--- src/rtl/fetch_queue.sv ---
// Fetch queue between IF and decode: circular FIFO of instruction,
// PC and prediction metadata, with single-cycle flush.
module fetch_queue #(
  parameter int INSTR_WIDTH = 32,
  parameter int ADDR_WIDTH  = 32,
  parameter int DEPTH       = 4
) (
  input  logic                    clk,
  input  logic                    rst,
  input  logic                    enq_valid_i,
  output logic                    enq_ready_o,
  input  logic [INSTR_WIDTH-1:0]  enq_instr_i,
  input  logic [ADDR_WIDTH-1:0]   enq_pc_i,
  input  logic                    enq_hit_i,
  input  logic                    enq_pred_i,
  input  logic [ADDR_WIDTH-1:0]   enq_trgt_i,
  output logic                    deq_valid_o,
  input  logic                    deq_ready_i,
  output logic [INSTR_WIDTH-1:0]  deq_instr_o,
  output logic [ADDR_WIDTH-1:0]   deq_pc_o,
  output logic                    deq_hit_o,
  output logic                    deq_pred_o,
  output logic [ADDR_WIDTH-1:0]   deq_trgt_o,
  input  logic                    flush_i,
  output logic [$clog2(DEPTH):0]  count_o
);

  localparam int IW = $clog2(DEPTH);
  localparam int PW = IW + 1;

  typedef struct packed {
    logic [INSTR_WIDTH-1:0] instr;
    logic [ADDR_WIDTH-1:0]  pc;
    logic                   hit;
    logic                   pred;
    logic [ADDR_WIDTH-1:0]  trgt;
  } entry_t;

  entry_t          mem_q [DEPTH];
  entry_t          wr_ent;
  entry_t          rd_ent;
  logic [PW-1:0]   wr_q, wr_d;
  logic [PW-1:0]   rd_q, rd_d;
  logic            full, empty;
  logic            enq_fire, deq_fire;

  assign empty = (wr_q == rd_q);
  assign full  = (wr_q[IW-1:0] == rd_q[IW-1:0]) &&
                 (wr_q[IW] != rd_q[IW]);

  assign enq_ready_o = !full;
  assign deq_valid_o = !empty;
  assign count_o     = wr_q - rd_q;

  assign enq_fire = enq_valid_i && !full;
  assign deq_fire = deq_ready_i && !empty;

  assign wr_ent.instr = enq_instr_i;
  assign wr_ent.pc    = enq_pc_i;
  assign wr_ent.hit   = enq_hit_i;
  assign wr_ent.pred  = enq_pred_i;
  assign wr_ent.trgt  = enq_trgt_i;

  assign rd_ent      = mem_q[rd_q[IW-1:0]];
  assign deq_instr_o = rd_ent.instr;
  assign deq_pc_o    = rd_ent.pc;
  assign deq_hit_o   = rd_ent.hit;
  assign deq_pred_o  = rd_ent.pred;
  assign deq_trgt_o  = rd_ent.trgt;

  // Flush wins over any enqueue/dequeue in the same cycle.
  always_comb begin
    wr_d = wr_q;
    rd_d = rd_q;
    if (flush_i) begin
      wr_d = '0;
      rd_d = '0;
    end else begin
      if (enq_fire) wr_d = wr_q + PW'(1);
      if (deq_fire) rd_d = rd_q + PW'(1);
    end
  end

  always_ff @(posedge clk or posedge rst) begin
    if (rst) begin
      wr_q <= '0;
      rd_q <= '0;
    end else begin
      wr_q <= wr_d;
      rd_q <= rd_d;
    end
  end

  always_ff @(posedge clk or posedge rst) begin
    if (rst) begin
      for (int i = 0; i < DEPTH; i++) mem_q[i] <= '0;
    end else if (enq_fire && !flush_i) begin
      mem_q[wr_q[IW-1:0]] <= wr_ent;
    end
  end

endmodule

--- config.mk ---
export PLATFORM = sky130hd
export DESIGN_NAME = fetch_queue
export DESIGN_NICKNAME = d
export VERILOG_FILES = /design/src/rtl/fetch_queue.sv
export SDC_FILE = /design/constraint.sdc
export NUM_CORES = 1
export LEC_CHECK = 0
export CORE_ASPECT_RATIO = 2
export CORE_MARGIN = 2
export CORE_UTILIZATION = 56
export CTS_CLUSTER_DIAMETER = 50
export DETAILED_ROUTE_END_ITERATION = 8
export PLACE_DENSITY_LB_ADDON = 0.08
export SYNTH_ARGS = -nofsm -noshare
export SYNTH_HDL_FRONTEND = slang
export SYNTH_SLANG_ARGS = --single-unit
export TNS_END_PERCENT = 5
--- constraint.sdc ---
create_clock -name clk -period 15.7 [get_ports clk]
set_input_delay 1.57 -clock clk [delete_from_list [all_inputs] [get_ports clk]]
set_output_delay 1.57 -clock clk [all_outputs]
set_load 0.05 [all_outputs]
==> results of run 1 <==
## sequential cells by signal, summed over array words and instances, names as in the netlist
signal and flops:
rd_q 3, wr_q 3, mem_q 392
## worst paths after layout
path	from	to	slack (ns)
worst max register to register	rd_q[0]	mem_q[363]	11.36
min in group asynchronous	rst	mem_q[341]	1.58
max in group asynchronous	rst	mem_q[81]	11.82
worst max-delay path	rd_q[0]	enq_ready_o	9.93
worst min register to register	mem_q[148]	mem_q[148]	0.49
worst min-delay path	mem_q[148]	mem_q[148]	0.49
## final cells by class
| type | count | area, um^2 |
|---|---|---|
| inverters | 8 | 37.5 |
| repair buffers | 221 | 2170 |
| fillers | 2169 | 9930 |
| clock inverters | 5 | 56.3 |
| well taps | 372 | 465 |
| clock buffers | 56 | 1100 |
| multi-input cells | 530 | 7010 |
| flip-flops and latches | 398 | 9970 |
| diodes | 3 | 7.51 |
## power by group through the flow
stage | Combinational [uW] | Clock [uW] | Sequential (uW)
6_report | 1230 | 863 | 1500
5_1_grt | 1300 | 928 | 1540
4_1_cts | 1250 | 890 | 1510
3_5_place_dp | 1250 | 0 | 1520
3_3_place_gp | 1230 | 0 | 1510
2_1_floorplan | 964 | 0 | 1450
## through the flow
stage | power, uW | util | setup WS (ns) | hold slack (ns)
2_1_floorplan | 2410 | - | 3.06 | 0.459
3_3_place_gp | 2730 | 0.639 | 10.41 | 0.468
3_5_place_dp | 2770 | 0.639 | 10.36 | 0.477
4_1_cts | 3650 | 0.677 | 9.79 | 0.490
5_1_grt | 3770 | 0.677 | 9.65 | 0.494
6_report | 3600 | 0.677 | 9.93 | 0.488
## cell families after synthesis
| logic type | Yosys count | share of synthesized area |
|---|---|---|
| multiplexers | 495 | 0.384 |
| buffers and inverters | 73 | 0.0252 |
| AND/OR/NAND/NOR | 15 | 0.00417 |
| flip-flops | 398 | 0.573 |
| AO/OA/AOI/OAI | 10 | 0.00640 |
| adder cells (fa/ha/maj) | 8 | 0.00619 |
| XOR/XNOR | 2 | 0.00144 |
## metal layers
metal / global-route usage / wire length [um] / vias up
li1: - / - / 4115
met1: 0.271 / 13500 / 4994
met2: 0.403 / 18900 / 172
met3: 0.0532 / 1860 / 53
met4: 0.0727 / 1000 / 0
met5: 0 / 0 / -
## Yosys cell counts, types with 2 or more instances
cell / count / area [um^2]
a31oi_1: 2 / 12.5
buf_2: 38 / 190
buf_4: 19 / 143
buf_6: 6 / 67.6
dfrtp_1: 398 / 9960
ha_1: 7 / 87.6
inv_1: 8 / 30.0
mux2_1: 42 / 473
mux2_2: 354 / 3990
mux4_2: 98 / 2210
nand2_1: 3 / 11.3
nor2_1: 5 / 18.8
nor2b_1: 4 / 25.0
o211ai_2: 2 / 25.0
o211ai_4: 2 / 42.5
==> results by group, run 1 <==
Outcome
  – Outcome: complete, no violations

Logic synthesis
  – Main synth FF type: dfrtp_1
  – Netlist cell types: 28
  – Post-Syn Area: 17400 um^2
  – Warnings, synthesis: 0
  – Sequential area share after synthesis: 0.573
  – Avg Cell Area, Syn: 17.4 um^2
  – Post-synthesis async set-or-reset flop share: 1.00
  – Post-synth EDFFs: 0
  – Cells after Synth: 1001
  – Synthesized Nets: 1112
  – Yosys reg bits: 398

Final layout
  – Layout Nets: 1307
  – Share of cells above drive strength 1: 0.435
  – Finished Layout Cells: 1593
  – Most common library cell in the layout ignoring fill and taps: dfrtp_1
  – Layout area overhead: 19.7%
  – Design area: 20800 um^2
  – Commonest non-fill, non-tap cells in the layout: 396 x dfrtp_1, 354 x mux2_2, 205 x clkdlybuf4s50_1

Global routing
  – GRT overflow: 0
  – First-pass GRT wire length: 57.3 mm
  – Initial antenna violation count: 3
  – Vias in the first global route: 10557
  – Largest net degree at the start of global routing: 101
  – Tot GR Track Use: 0.227

Clock network
  – CTS H-tree depth: 2
  – CTS sink count: 398
  – Post CTS Setup Buffer Count: 0
  – Skew-Pair Late Insertion Delay: 0.53 ns
  – CTS Hold Bufs: 0
  – Root Buffer: clkbuf_16
  – Cts bufs inserted: 37
  – Bufs on Longest Clock Path: 3
  – Clock slew seen by the registers of the worst setup and hold paths: 0.07 ns
  – CTS tree: built
  – CTS resizes: 0

STA
  – Fmax: 0.173 GHz
  – Final Critical Period: 5.77 ns
  – Worst-Margin Slew: 1.01 ns
  – Fin crit share: 0.367
  – Final setup vio count: 0
  – Fin. max-slew vios: 0
  – RSZ-0062 raised after global routing: no
  – Post-Route Setup TNS: 0 ns
  – Worst Clk Skew: 0.0300 ns
  – Final hold vios: 0
  – Max_slew headroom: 0.329

Critical path
  – Crit-path cells: buf_4 > ha_1 > nand2_2 > or2_2 > clkdlybuf4s50_1
  – Worst path max stage delay: 1.09 ns
  – Critical path class: reg -> out
  – Cells on worst reg2reg path: 7
  – Sum of buffers and inverters on the critical path: 2
  – Crit. End Element: output pin
  – CP top delay family: buffers and inverters
  – CP Depth: 5
  – Crit-path slowest cell: dfrtp_4
  – Crit path launch type: flip-flop
  – Req. time, crit path: 14.13 ns
  – CP Data Arrival Time: 4.20 ns
  – Worst Path Max Fanout: 54

Detailed routing
  – Wire per inst: 22.2 um
  – Post-route DRC violation count: 0
  – Routed vias: 9334
  – WL final: 35.3 mm
  – Iter 0 DRT Violations: 306
  – Vias/cell: 5.86
  – DRT antenna net count: 0
  – TritonRoute pass-1 iters: 4

Die
  – IO Pins: 206
  – Initial Utilization: 0.566
  – Die Y-Extent: 253 um
  – Core Region: 30700 um^2
  – Die ar.: 32600 um^2
  – Placement row count: 91
  – Die W: 129 um

Placement
  – PortBufs: 205
  – Post-DP Area: 19700 um^2
  – DPL Wire Length: 21.9 mm
  – Placed cells: 1529
  – GP Congestion: 0.747

Power
  – Max rail drop VDD: 0.140 mV
  – Switching power: 1170 uW
  – Power Dens Cells: 173 nW/um^2
  – Logic pwr share: 0.343
  – Seq pwr share: 0.418
  – Leakage: 0.00897 uW
  – Clock share of power: 0.240
  – Net Sw Frac: 0.327
  – P_int: 2420 uW

Worst hold path
  – Hold Path Depth: 1
  – Worst hold path class: reg -> reg

Job
  – Number of max-cap violations: 0
Note: power is estimated with default switching activity, not from simulation.
==> run 2: changes to the inputs <==
Settings changed: CORE_UTILIZATION 56 to 51.
Clock period 15.7 ns to 5.2 ns, I/O delays scaled along.
==> run 2 against run 1 <==
Effect of this change:
- worst hold slack got worse by 0.058 ns
- clock power increased to 3.3 times the previous value
- first-iteration DRC count decreased by 24%
- largest power group unchanged
==> results by group, run 2 (synthesized netlist as in run 1, its figures left out) <==
Final layout
  – Share of cells above drive strength 1: 0.441 (+0.00623)
  – Most common library cell in the layout ignoring fill and taps: dfrtp_1
  – Largest Register: mem_q
  – ANT cells: 0 (-3)
  – FF/Latch Area: 9970 um^2 (unchanged)
  – Layout Nets: 1309 (+0.15%)
  – Max reg flops: 392 (unchanged)
  – Layout area overhead: 21.1%
  – Final-layout fill cell count: 2536 (+17%)
  – Commonest non-fill, non-tap cells in the layout: 396 x dfrtp_1, 354 x mux2_2, 205 x clkdlybuf4s50_1
  – Largest regs: mem_q: 392 flops, rd_q: 3 flops, wr_q: 3 flops
  – Design area: 21100 um^2 (+1.2%)
  – Finished Layout Cells: 1664 (+4.5%)
  – Finished Core Util: 0.626 (-0.0508)
  – Multi-input gate area: 7010 um^2 (unchanged)

Detailed routing
  – WL final: 37.1 mm (+4.9%)
  – DRT antenna net count: 0 (unchanged)
  – Iter 0 DRT Violations: 234 (-24%)
  – Wire per inst: 22.3 um (+0.43%)
  – Post-route DRC violation count: 0 (unchanged)
  – Routed vias: 9419 (+0.91%)
  – TritonRoute pass-1 iters: 6 (+2)
  – Vias/cell: 5.66 (-3.4%)

Clock network
  – CTS Hold Bufs: 0 (unchanged)
  – CTS H-tree depth: 2 (unchanged)
  – CTS sink count: 398 (unchanged)
  – Clock slew seen by the registers of the worst setup and hold paths: 0.07 ns (about the same)
  – Bufs on Longest Clock Path: 3 (unchanged)
  – Skew-Pair Late Insertion Delay: 0.53 ns (about the same)
  – CTS resizes: 0 (unchanged)
  – CTS tree: built
  – Cts bufs inserted: 38 (+2.7%)
  – Post CTS Setup Buffer Count: 0 (unchanged)
  – Root Buffer: clkbuf_16

Power
  – Max rail drop VDD: 0.329 mV (+140%)
  – Power Dens Cells: 528 nW/um^2 (+210%)
  – Leakage: 0.00906 uW (+0.99%)

Global routing
  – Vias in the first global route: 10607 (+0.47%)
  – Initial antenna violation count: 1 (-2)
  – Largest net degree at the start of global routing: 176 (+74%)
  – GRT overflow: 0 (unchanged)
  – Tot GR Track Use: 0.216 (-0.0102)
  – First-pass GRT wire length: 60.0 mm (+4.6%)

Critical path
  – Crit-path slowest cell: dfrtp_4
  – Critical path class: reg -> out
  – Crit. End Element: output pin
  – R2R Setup Slk: 1.87 ns (-9.49 ns)
  – Crit-path cells: buf_4 > mux4_2 > clkdlybuf4s50_1
  – CP Data Arrival Time: 3.53 ns (-0.67 ns)
  – Worst path max stage delay: 1.15 ns (+0.06 ns)
  – Worst Path Max Fanout: 52 (-3.7%)
  – Crit path launch type: flip-flop
  – Req. time, crit path: 4.68 ns (-9.45 ns)

STA
  – RSZ-0062 raised after global routing: no
  – Worst-Margin Slew: 1.08 ns (+0.0752 ns)
  – Max_slew headroom: 0.279 (-0.0502)
  – Fmax: 0.247 GHz
  – Fin crit share: 0.779
  – Final hold vios: 0 (unchanged)
  – Final setup vio count: 0 (unchanged)
  – Worst Clk Skew: 0.0138 ns (-0.0161 ns)
  – Fin. max-slew vios: 0 (unchanged)
  – Final Critical Period: 4.05 ns

Die
  – Die W: 135 um (+4.6%)
  – Die Y-Extent: 265 um (+4.7%)
  – IO Pins: 206 (unchanged)
  – Core Region: 33600 um^2 (+9.4%)
  – Initial Utilization: 0.517 (-0.0487)
  – Placement row count: 95 (+4.4%)
  – Die ar.: 35700 um^2 (+9.6%)

Placement
  – PortBufs: 205 (unchanged)
  – Placed cells: 1594 (+4.3%)
  – DPL Wire Length: 23.0 mm (+5.2%)
  – Post-DP Area: 19800 um^2 (+0.62%)
  – GP Congestion: 0.739 (-1.1%)

Job
  – Number of max-cap violations: 0 (unchanged)

Outcome
  – Outcome: complete, no violations

Worst hold path
  – Worst hold path class: in -> async
[run 2: cell count changes in the layout (fill, tap and decap cells not counted), sizes merged]
cell	before	now
diode	3	0
buf	16	17
inv	8	9
clkbuf	56	58
clkinv	3	8
clkinvlp	1	2
[run 2: final timing paths]
| kind | endpoint | depth (start not counted) | startpoint |
|---|---|---|---|
| max reg2reg | mem_q[220] | 5 | rd_q[0] |
| max | deq_trgt_o[14] | 3 | rd_q[0] |
| min in group clk | mem_q[154] | 1 | mem_q[154] |
| min reg2reg | mem_q[154] | 1 | mem_q[154] |
| min | mem_q[302] | 2 | rst |
| max in group asynchronous | rd_q[0] | 3 | rst |
[run 2: area by class of cell]
class / instances / area share
Inverter: 8 / 0.00160
Tap cell: 436 / 0.0259
Timing Repair Buffer: 222 / 0.105
Sequential cell: 398 / 0.473
Clock buffer: 58 / 0.0565
Multi-Input combinational cell: 530 / 0.333
Clock inverter: 12 / 0.00481
[run 2: routing by layer]
| layer | GRT usage | vias up | routed length (um) |
|---|---|---|---|
| li1 | - | 4124 | - |
| met1 | 0.256 | 5071 | 14000 |
| met2 | 0.398 | 173 | 20600 |
| met3 | 0.0427 | 49 | 1710 |
| met4 | 0.0600 | 2 | 804 |
| met5 | 0 | - | 13 |
[run 2: metrics by stage]
step	total power [uW]	setup slack, ns	TNS (ns)	hold WS [ns]
after floorplan	7280	-0.678	-269.76	0.459
after global placement	8300	1.63	0	0.468
after detailed placement	8390	1.61	0	0.475
after CTS	11300	1.02	0	0.443
after global routing	11700	0.913	0	0.481
final	11100	1.15	0	0.429
[run 2: report_power, final]
part	internal, uW	switching [uW]	total, uW
combinational	1790	1960	3750
clock	1640	1190	2830
sequential	4030	506	4540
total	7460	3660	11100
[run 2: critical path: cells and delay by family, from the launching register on]
kind | cells | cell delay, ns
buffers and inverters | 2 | 1.50
DFF | 1 | 1.15
muxes | 1 | 0.31
==> run 3: changes to the inputs <==
Settings changed: CORE_UTILIZATION 51 to 56.
Clock period 5.2 ns to 4.1 ns, I/O delays scaled along.
==> run 3 against run 2 <==
Effect of this change:
- highest routed layer unchanged
- first-iteration DRC count is 36% higher
- clock skew up 0.0016 ns
- global-route usage up 1.2 points
==> results by group, run 3 (synthesized netlist as in run 1, its figures left out) <==
STA
  – Final Critical Period: 3.41 ns
  – RSZ-0062 raised after global routing: no
  – Final Worst Setup Slack: 0.690 ns (-0.457 ns)
  – Fin crit share: 0.832
  – Final setup vio count: 0 (unchanged)
  – Post-Route Setup TNS: 0 ns (unchanged)
  – Max_slew headroom: 0.239 (-0.0397)
  – Worst Clk Skew: 0.0154 ns (+0.00157 ns)
  – Fmax: 0.293 GHz
  – Hold WS: 0.425 ns (-0.00423 ns)
  – Final hold vios: 0 (unchanged)
  – Fin. max-slew vios: 0 (unchanged)
  – Worst-Margin Slew: 1.14 ns (+0.0541 ns)

Final layout
  – Final-layout fill cell count: 2111 (-17%)
  – Max reg flops: 392 (unchanged)
  – Commonest non-fill, non-tap cells in the layout: 396 x dfrtp_1, 354 x mux2_2, 205 x clkdlybuf4s50_1
  – Share of cells above drive strength 1: 0.439 (-0.00264)
  – Finished Core Util: 0.680 (+0.0541)
  – Finished Layout Cells: 1596 (-4.1%)
  – Layout area overhead: 20.3%
  – Largest regs: mem_q: 392 flops, rd_q: 3 flops, wr_q: 3 flops
  – Largest Register: mem_q
  – Most common library cell in the layout ignoring fill and taps: dfrtp_1
  – Layout Nets: 1309 (unchanged)
  – ANT cells: 0 (unchanged)

Detailed routing
  – Wire per inst: 22.2 um (-0.49%)
  – Iter 0 DRT Violations: 319 (+36%)
  – Routed vias: 9342 (-0.82%)
  – WL final: 35.4 mm (-4.6%)
  – Post-route DRC violation count: 0 (unchanged)
  – Vias/cell: 5.85 (+3.4%)
  – TritonRoute pass-1 iters: 4 (-2)
  – DRT antenna net count: 0 (unchanged)

Global routing
  – Peak-usage layer in the global routing report: met2
  – GRT overflow: 0 (unchanged)
  – First-pass GRT wire length: 57.7 mm (-3.8%)
  – Tot GR Track Use: 0.229 (+0.0121)
  – Initial antenna violation count: 1 (unchanged)
  – Vias in the first global route: 10531 (-0.72%)
  – M3 GR Usage: 0.0488 (+0.00612)
  – Largest net degree at the start of global routing: 102 (-42%)
  – M1 GR Usage: 0.280 (+0.0248)
  – Met2 Use GR: 0.412 (+0.0141)

Die
  – Die W: 129 um (-4.4%)
  – Placement row count: 91 (-4.2%)
  – Die Y-Extent: 253 um (-4.5%)
  – Initial Utilization: 0.566 (+0.0487)
  – Core Region: 30700 um^2 (-8.6%)
  – Die ar.: 32600 um^2 (-8.7%)
  – IO Pins: 206 (unchanged)

Placement
  – DPL Wire Length: 21.4 mm (-6.8%)
  – PortBufs: 205 (unchanged)
  – Placed cells: 1532 (-3.9%)
  – Dpl ws: 0.994 ns (-0.616 ns)
  – GP Congestion: 0.726 (-1.8%)

Outcome
  – Outcome: complete, no violations

Critical path
  – Crit. End Element: output pin
  – CP Data Arrival Time: 3.00 ns (-0.53 ns)
  – Critical path startpoint: rd_q[0]
  – Critical path class: reg -> out
  – Worst Path Max Fanout: 101 (+94%)
  – Crit path launch type: flip-flop
  – RR Startpoint: wr_q[0]
  – Req. time, crit path: 3.69 ns (-0.99 ns)

Clock network
  – CTS sink count: 398 (unchanged)
  – Clock slew seen by the registers of the worst setup and hold paths: 0.07 ns (about the same)
  – Bufs on Longest Clock Path: 3 (unchanged)
  – CTS Hold Bufs: 0 (unchanged)
  – Cts bufs inserted: 36 (-5.3%)
  – Skew-Pair Late Insertion Delay: 0.53 ns (about the same)
  – CTS H-tree depth: 2 (unchanged)
  – Root Buffer: clkbuf_16
  – Post CTS Setup Buffer Count: 0 (unchanged)
  – CTS resizes: 0 (unchanged)
  – CTS tree: built

Power
  – Max rail drop VDD: 0.480 mV (+46%)
  – Power Dens Cells: 656 nW/um^2 (+24%)
  – Leakage: 0.00902 uW (-0.38%)

Worst hold path
  – Worst hold path class: in -> async

Job
  – Number of max-cap violations: 0 (unchanged)
==> run 3: cell types whose count changed in the layout (fill, tap and decap cells not counted), sizes merged <==
| cell | previous run | this run |
|---|---|---|
| bufinv | 1 | 0 |
| buf | 17 | 19 |
| clkbuf | 58 | 52 |
| clkinv | 8 | 10 |
| clkinvlp | 2 | 1 |
==> run 3: area by class of cell <==
cell class                      instances  area [um^2]  share of cell area
Sequential cell                       398         9970               0.477
Multi-Input combinational cell        530         7010               0.335
Timing Repair Buffer                  224         2310               0.110
Clock buffer                           52         1050              0.0503
Tap cell                              372          465              0.0223
Clock inverter                         12         78.8             0.00377
Inverter                                8         33.8             0.00162
==> run 3: layer usage <==
| metal | wire length [um] | share of wire |
|---|---|---|
| met5 | 11 | 0.00031 |
| met1 | 13800 | 0.39 |
| met4 | 559 | 0.016 |
| met2 | 19300 | 0.55 |
| met3 | 1690 | 0.048 |
==> run 3: worst max-delay path, cell delays in order, from the launching register on <==
cell and delay [ns]:
dfrtp_4 0.43, buf_12 0.61, mux4_2 0.60, clkdlybuf4s50_1 0.77
==> run 3: through the flow <==
stage	total power, uW	cell area (um^2)
after global routing	14400	20900
after CTS	13900	20900
after global placement	10500	19800
final	13700	20900
after floorplan	9240	17400
after detailed placement	10600	19800
==> run 3: worst paths after layout <==
kind / slack [ns] / depth (start not counted) / endpoint
max: 0.69 / 3 / deq_instr_o[3]
min: 0.43 / 2 / mem_q[200]
max reg2reg: 1.17 / 6 / mem_q[357]
min reg2reg: 0.49 / 1 / mem_q[150]
max in group asynchronous: 2.59 / 4 / mem_q[264]
min in group clk: 0.49 / 1 / mem_q[150]
==> run 3: power by group <==
group | switching, uW | total [uW] | internal [uW]
sequential | 552 | 5670 | 5110
combinational | 2550 | 4830 | 2280
clock | 1440 | 3230 | 1800
total | 4540 | 13700 | 9200
